===== config.mk =====
export PLATFORM = sky130hd
export DESIGN_NAME = axi_write_slave
export DESIGN_NICKNAME = d
export VERILOG_FILES = /design/src/rtl/axi_write_slave.sv
export SDC_FILE = /design/constraint.sdc
export NUM_CORES = 1
export LEC_CHECK = 0
export CORE_AREA = 2 2 153 155
export CTS_CLUSTER_SIZE = 12
export DETAILED_ROUTE_END_ITERATION = 10
export DIE_AREA = 0 0 155 157
export PLACE_DENSITY = 0.75
export SETUP_SLACK_MARGIN = 0.4
export SLEW_MARGIN = 5
export SYNTH_ARGS = -nofsm -noshare
export SYNTH_HDL_FRONTEND = slang
export SYNTH_SLANG_ARGS = --single-unit

===== constraint.sdc =====
create_clock -name axi_aclk -period 3.9 [get_ports axi_aclk]
set_input_delay 0.78 -clock axi_aclk [delete_from_list [all_inputs] [get_ports axi_aclk]]
set_output_delay 0.78 -clock axi_aclk [all_outputs]
set_load 0.005 [all_outputs]

===== src/rtl/axi_write_slave.sv =====
// AXI write-channel slave with a simple one-cycle memory write port.
// One burst in flight; address sequencing for FIXED/INCR/WRAP, SLVERR on protocol or size faults.
//
// state | meaning
// IDLE  | awready high, waiting for an address handshake
// DATA  | accepting W beats whenever the memory is ready
// RESP  | holding the B response until the master takes it
module axi_write_slave #(
    parameter int AW = 32,
    parameter int DW = 64
) (
    input  logic              axi_aclk,
    input  logic              axi_aresetn,
    input  logic [AW-1:0]     axi_awaddr,
    input  logic [7:0]        axi_awlen,
    input  logic [2:0]        axi_awsize,
    input  logic [1:0]        axi_awburst,
    input  logic              axi_awvalid,
    output logic              axi_awready,
    input  logic [DW-1:0]     axi_wdata,
    input  logic [DW/8-1:0]   axi_wstrb,
    input  logic              axi_wlast,
    input  logic              axi_wvalid,
    output logic              axi_wready,
    output logic [1:0]        axi_bresp,
    output logic              axi_bvalid,
    input  logic              axi_bready,
    input  logic              mem_ready,
    output logic              mem_we,
    output logic [AW-1:0]     mem_addr,
    output logic [DW-1:0]     mem_wdata,
    output logic [DW/8-1:0]   mem_wstrb
);

    localparam int SW     = DW / 8;
    localparam int SZ_MAX = $clog2(SW);

    typedef enum logic [1:0] {IDLE, DATA, RESP} state_t;

    state_t          state_q, state_d;
    logic [AW-1:0]   addr_q, addr_d;
    logic [7:0]      len_q, len_d;
    logic [2:0]      size_q, size_d;
    logic [1:0]      burst_q, burst_d;
    logic [8:0]      cnt_q, cnt_d;
    logic            err_q, err_d;
    logic            nowr_q, nowr_d;
    logic            awready_q, awready_d;
    logic            bvalid_q, bvalid_d;
    logic [1:0]      bresp_q, bresp_d;
    logic            mem_we_q, mem_we_d;
    logic [AW-1:0]   mem_addr_q, mem_addr_d;
    logic [DW-1:0]   mem_wdata_q, mem_wdata_d;
    logic [SW-1:0]   mem_wstrb_q, mem_wstrb_d;

    logic [AW-1:0]   step;
    logic [AW-1:0]   wrap_mask;
    logic [AW-1:0]   addr_next;
    logic            wrap_ok;
    logic            aw_len_ok;
    logic            aw_size_bad;
    logic            is_last;
    logic            last_bad;
    logic            w_hs;

    assign axi_wready  = (state_q == DATA) && mem_ready;
    assign axi_awready = awready_q;
    assign axi_bvalid  = bvalid_q;
    assign axi_bresp   = bresp_q;
    assign mem_we      = mem_we_q;
    assign mem_addr    = mem_addr_q;
    assign mem_wdata   = mem_wdata_q;
    assign mem_wstrb   = mem_wstrb_q;

    assign w_hs     = axi_wready && axi_wvalid;
    assign is_last  = (cnt_q == {1'b0, len_q});
    assign last_bad = (axi_wlast != is_last);

    assign aw_len_ok   = (axi_awlen == 8'd1) || (axi_awlen == 8'd3) ||
                         (axi_awlen == 8'd7) || (axi_awlen == 8'd15);
    assign aw_size_bad = int'(axi_awsize) > SZ_MAX;
    assign wrap_ok     = (len_q == 8'd1) || (len_q == 8'd3) ||
                         (len_q == 8'd7) || (len_q == 8'd15);

    // A WRAP with an illegal length has no power-of-two window, so it steps like INCR.
    always_comb begin
        step      = AW'(1) << size_q;
        wrap_mask = (AW'({1'b0, len_q} + 9'd1) << size_q) - AW'(1);
        addr_next = addr_q + step;
        if (burst_q == 2'b00) begin
            addr_next = addr_q;
        end else if (burst_q == 2'b10 && wrap_ok) begin
            addr_next = (addr_q & ~wrap_mask) | ((addr_q + step) & wrap_mask);
        end
    end

    always_comb begin
        state_d     = state_q;
        addr_d      = addr_q;
        len_d       = len_q;
        size_d      = size_q;
        burst_d     = burst_q;
        cnt_d       = cnt_q;
        err_d       = err_q;
        nowr_d      = nowr_q;
        awready_d   = awready_q;
        bvalid_d    = bvalid_q;
        bresp_d     = bresp_q;
        mem_we_d    = 1'b0;
        mem_addr_d  = mem_addr_q;
        mem_wdata_d = mem_wdata_q;
        mem_wstrb_d = mem_wstrb_q;

        case (state_q)
            IDLE: begin
                awready_d = 1'b1;
                if (axi_awvalid && awready_q) begin
                    addr_d    = axi_awaddr;
                    len_d     = axi_awlen;
                    size_d    = axi_awsize;
                    burst_d   = axi_awburst;
                    cnt_d     = 9'd0;
                    nowr_d    = aw_size_bad;
                    err_d     = (axi_awburst == 2'b11) ||
                                (axi_awburst == 2'b10 && !aw_len_ok) ||
                                aw_size_bad;
                    awready_d = 1'b0;
                    state_d   = DATA;
                end
            end
            DATA: begin
                if (w_hs) begin
                    mem_we_d    = !nowr_q;
                    mem_addr_d  = addr_q;
                    mem_wdata_d = axi_wdata;
                    mem_wstrb_d = axi_wstrb;
                    cnt_d       = cnt_q + 9'd1;
                    addr_d      = addr_next;
                    if (last_bad) begin
                        err_d = 1'b1;
                    end
                    if (is_last) begin
                        bvalid_d = 1'b1;
                        bresp_d  = (err_q || last_bad) ? 2'b10 : 2'b00;
                        state_d  = RESP;
                    end
                end
            end
            RESP: begin
                if (axi_bready) begin
                    bvalid_d  = 1'b0;
                    bresp_d   = 2'b00;
                    awready_d = 1'b1;
                    state_d   = IDLE;
                end
            end
            default: state_d = IDLE;
        endcase
    end

    always_ff @(posedge axi_aclk or negedge axi_aresetn) begin
        if (!axi_aresetn) begin
            state_q     <= IDLE;
            addr_q      <= '0;
            len_q       <= '0;
            size_q      <= '0;
            burst_q     <= '0;
            cnt_q       <= '0;
            err_q       <= 1'b0;
            nowr_q      <= 1'b0;
            awready_q   <= 1'b0;
            bvalid_q    <= 1'b0;
            bresp_q     <= 2'b00;
            mem_we_q    <= 1'b0;
            mem_addr_q  <= '0;
            mem_wdata_q <= '0;
            mem_wstrb_q <= '0;
        end else begin
            state_q     <= state_d;
            addr_q      <= addr_d;
            len_q       <= len_d;
            size_q      <= size_d;
            burst_q     <= burst_d;
            cnt_q       <= cnt_d;
            err_q       <= err_d;
            nowr_q      <= nowr_d;
            awready_q   <= awready_d;
            bvalid_q    <= bvalid_d;
            bresp_q     <= bresp_d;
            mem_we_q    <= mem_we_d;
            mem_addr_q  <= mem_addr_d;
            mem_wdata_q <= mem_wdata_d;
            mem_wstrb_q <= mem_wstrb_d;
        end
    end

endmodule


# Word-level counts from Yosys, hierarchy flattened
# Cells that the tools add are included.
[classes]
n_shift = 2
n_reduce_logical = 29
eq_ne = 21
bitwise = 4
muxes = 30
order_cmp = 1
addsub = 4
[op_table]
columns = ["cell", "count"]
rows = [
  ["$mux W32", 4],
  ["$and A32 B32 Y32", 2],
  ["$pmux W32 S2", 1],
  ["$add A32 B32 Y32", 1],
  ["$not A32 Y32", 1],
  ["$or A32 B32 Y32", 1],
  ["$shl A1 B3 Y32 const A", 1],
  ["$shl A9 B3 Y32", 1],
  ["$sub A32 B1 Y32 const B", 1],
  ["$mux W9", 2],
  ["$pmux W9 S2", 1],
  ["$eq A8 B1 Y1 const B", 2],
  ["$eq A8 B2 Y1 const B", 2],
  ["$eq A8 B3 Y1 const B", 2],
  ["$eq A8 B4 Y1 const B", 2],
  ["$reduce_and A4 Y1", 4],
  ["$mux W2", 7],
  ["$ne A2 B2 Y1 const B", 6],
  ["$mux W1", 10],
  ["$add A8 B1 Y9 const B", 1],
  ["$add A9 B1 Y9 const B", 1],
  ["$eq A9 B8 Y1", 1],
  ["$logic_or A1 B1 Y1", 9],
  ["$eq A2 B2 Y1 const B", 4],
  ["other kinds (12)", 24],
]
[word_totals]
inputBits = 124
out_inout_bits = 110
register_bits = 167

# Logic depth before layout (Yosys ltp)
[depth]
depth_word = 10
ltp_mapped = 16
ltp_nobuf = 14

# Worst setup path after synthesis
# Ideal clock, no wire load.
[synth_path]
kind = "reg-to-reg"
from = "register size_q[2]"
to = "register with a tool-made name"
setup_slack_ps = 543
arrival_ps = 3292
path_stages_with_launch = 16
path_buffers = 4
cell_sequence = "dfrtp_1 > clkbuf_1 > clkbuf_1 > clkbuf_1 > nor2_1 > ha_1 > o21a_1 > a2111oi_0 > o21bai_1 > a21oi_1 > nand2b_1 > clkbuf_1 > nor2_1 > and3_1 > o21ai_0 > a22o_1"
[synth_lines]
columns = ["element", "line_no", "source"]
rows = [
  ["from (decl)", "43", "logic [2:0] size_q, size_d;"],
  ["from (signal assigned)", "182", "size_q <= size_d;"],
]

==> run metrics <==
R2R Setup Slk=500 ps; Final ANT Viol Nets=0; critical path fanouts, max=10; Die X=roughly 160 um; Final Skew=between 10 and 15 ps; Mean Syn Cell Area=8.24 um2; sequential element share of the synthesized area=46.3%; Max Slew Vio Count=0; Post-Synthesis Cells=approximately 1100; Row Count=55; worst-case clock buffer depth=2; post-layout minimum cycle time=3400 ps; Hold Path Class=reg2reg; Reg clk slew, reported paths=~80 ps; CTS HTree Levels=4; DRC=0; # fillers=2037; die area=~24000 um2; MaxCap Viol Count=0; worst reg-to-reg path cell count=11; crit path DAT=3720 ps; number of global-route vias before repair=8331; unrepaired setup endpoints after global routing=true; area leader, netlist=dfrtp_1; RD Place Congestion=0.896; die height=157 um; Hold Crit Start=nowr_q; pwr/cell area=837 nW/um2; drt first pass iters=5; worst setup margin=496 ps; startpoint types=flop; Final Setup Violations=0; Ports=234; most numerous cell in the Yosys netlist=nand2_1; number of synthesized flops with an enable pin=0; # port buffers=232; hold-critical path depth=1; Post-Syn Area=8960 um2; Post-synth top cells=nand2_1, dfrtp_1, nor2_1, o21ai_0, clkbuf_1; Worst slew margin=40.4%; Yosys top cell area share=46.3%; worst skew pair latency=430 ps; grt total ovfl=0; Wirelength per Cell=approximately 17 um; Synth area leaders=dfrtp_1, nand2_1, o21ai_0; first-pass GRT wire length=43500 um; CP peak stage delay=570 ps; nets@finish=1454; outcome=finished, final reports clean; setup total negative slack=0 ps; Crit path required time=around 4200 ps; Worst setup EP type=flop; CTS root buffer=clkbuf_16; Hold Fails Final Rpt=0; clock sink count=166; worst r2r src=len_q[4]; Pleak=between 5 and 6 nW; cell family with most CP delay=compound AO/OA/AOI/OAI gates; Synth Net Count=roughly 1200; antenna violations before repair=0; Hold EP=mem_we; Core Area=22500 um2; Routed Wire Length=27500 um; area grow syn2layout=38.8%; CTS tree=built; Buf+Inv Stages, Crit Path=2; Starting Density=between 30% and 40%; CTS Hold Buffers Added=0; Final Core Density=between 50 and 60%; post-DP HPWL=20100 um; fmax=294 MHz; #FFs+latches synth=~170; DRT iter0 DRCs=~620; slowest cell on the critical path=dfrtp_1; crit share post-route=around 87%; CP Cell Sequence=nand4_1, o21a_1, o21ai_0, a32o_1, nand2_1, or4_4, buf_4, o31ai_4, buf_4, o21ai_0, a22o_1; Ys Warns=0; Vias=8588; pin count of the biggest net entering global routing=99; Total GRT Usage=22.3%; layout cells sized above 1=8.88%; post-place setup slack=208 ps; synth unique cells=70; Via-to-Cell Ratio=5.32; critical path class=reg2reg; Post-synth ARST share=between 90% and 100%; total CTS buffers=17; worst slew pin tran=894 ps; Post-synth top flop=dfrtp_1; Worst VDD drop=0.354 mV
[how the worst max path moves through the flow]
stage | start | end | cells after the start
floorplan | size_q[2] | flop | 15
global placement | len_q[0] | flop | 12
detailed placement | len_q[0] | flop | 10
CTS | len_q[0] | flop | 12
global route | size_q[1] | flop | 15
finish | len_q[4] | flop | 11
[final cells by class]
cell class | count | area (um2) | area share, %
multi-input combinational | 839 | 4570 | 36.7
sequential | 166 | 4160 | 33.4
timing repair buffer | 277 | 2690 | 21.6
clock buffer | 17 | 425 | 3.42
tap | 285 | 357 | 2.87
clock inverter | 15 | 180 | 1.45
inverter | 15 | 56.3 | 0.453
antenna | 1 | 2.50 | 0.0201
[timing repair]
item,CTS,global route
setup buffers,4,1
pin swaps,1,8
gates cloned,0,0
setup endpoints to repair,15,24
resized for setup,9,21
endpoints found under the hold margin,0,0
[per-stage QoR]
stage | instance area, um2 | instances | hold WS, ps | total power, W
4_1_cts | 12300 | 1613 | 434 | 0.0103
3_5_place_dp | 11700 | 1577 | 424 | 0.00851
3_3_place_gp | 11700 | 1577 | 429 | 0.00841
2_1_floorplan | 8960 | 1088 | 403 | 0.00609
6_report | 12400 | 1615 | 429 | 0.0104
5_1_grt | 12400 | 1614 | 447 | 0.0112
[routing by layer]
layer  GRT usage, %  vias to the layer above  part of all wire [%]
met4           6.79                        0                   2.1
met2           37.1                      290                    48
met1           29.6                     4086                    44
met5              0                        -                     0
li1               -                     4173                     -
met3           4.19                       39                   5.2
[cells by family (layout without fill, tap and decap cells)]
| group | after synthesis | after routing | share of synthesized area (%) |
|---|---|---|---|
| XOR/XNOR | 33 | 33 | 3.22 |
| AO/OA/AOI/OAI | 212 | 212 | 16.7 |
| multiplexers | 5 | 5 | 0.572 |
| AND/OR/NAND/NOR | 574 | 574 | 27.1 |
| adder cells (fa/ha/maj) | 14 | 14 | 2.04 |
| flip-flops | 166 | 166 | 46.3 |
| buffers and inverters | 83 | 324 | 3.99 |
| other | 1 | 2 | 0.0418 |
[power by group]
group | internal (W) | total [W] | switching [W]
registers | 0.00254 | 0.00321 | 0.000672
clock network | 0.000871 | 0.00171 | 0.000838
logic | 0.00269 | 0.00549 | 0.00280
total | 0.00610 | 0.0104 | 0.00431
[cell usage in the layout (no fill, tap or decap), types with 10 or more instances in the layout]
| cell type | synthesis | routed |
|---|---|---|
| nor2_1 | 56 | 54 |
| nand4_1 | 15 | 15 |
| xor2_1 | 13 | 13 |
| xnor2_1 | 20 | 19 |
| clkdlybuf4s50_1 | 0 | 231 |
| dfrtp_1 | 166 | 161 |
| clkbuf_16 | 0 | 17 |
| a22o_1 | 16 | 16 |
| o21ai_0 | 50 | 48 |
| inv_1 | 13 | 13 |
| buf_4 | 3 | 42 |
| a21oi_1 | 36 | 34 |
| nor2b_1 | 12 | 10 |
| ha_1 | 13 | 11 |
| nand3_1 | 16 | 15 |
| nand2_1 | 410 | 409 |
Note: power is estimated with default switching activity, not from simulation.
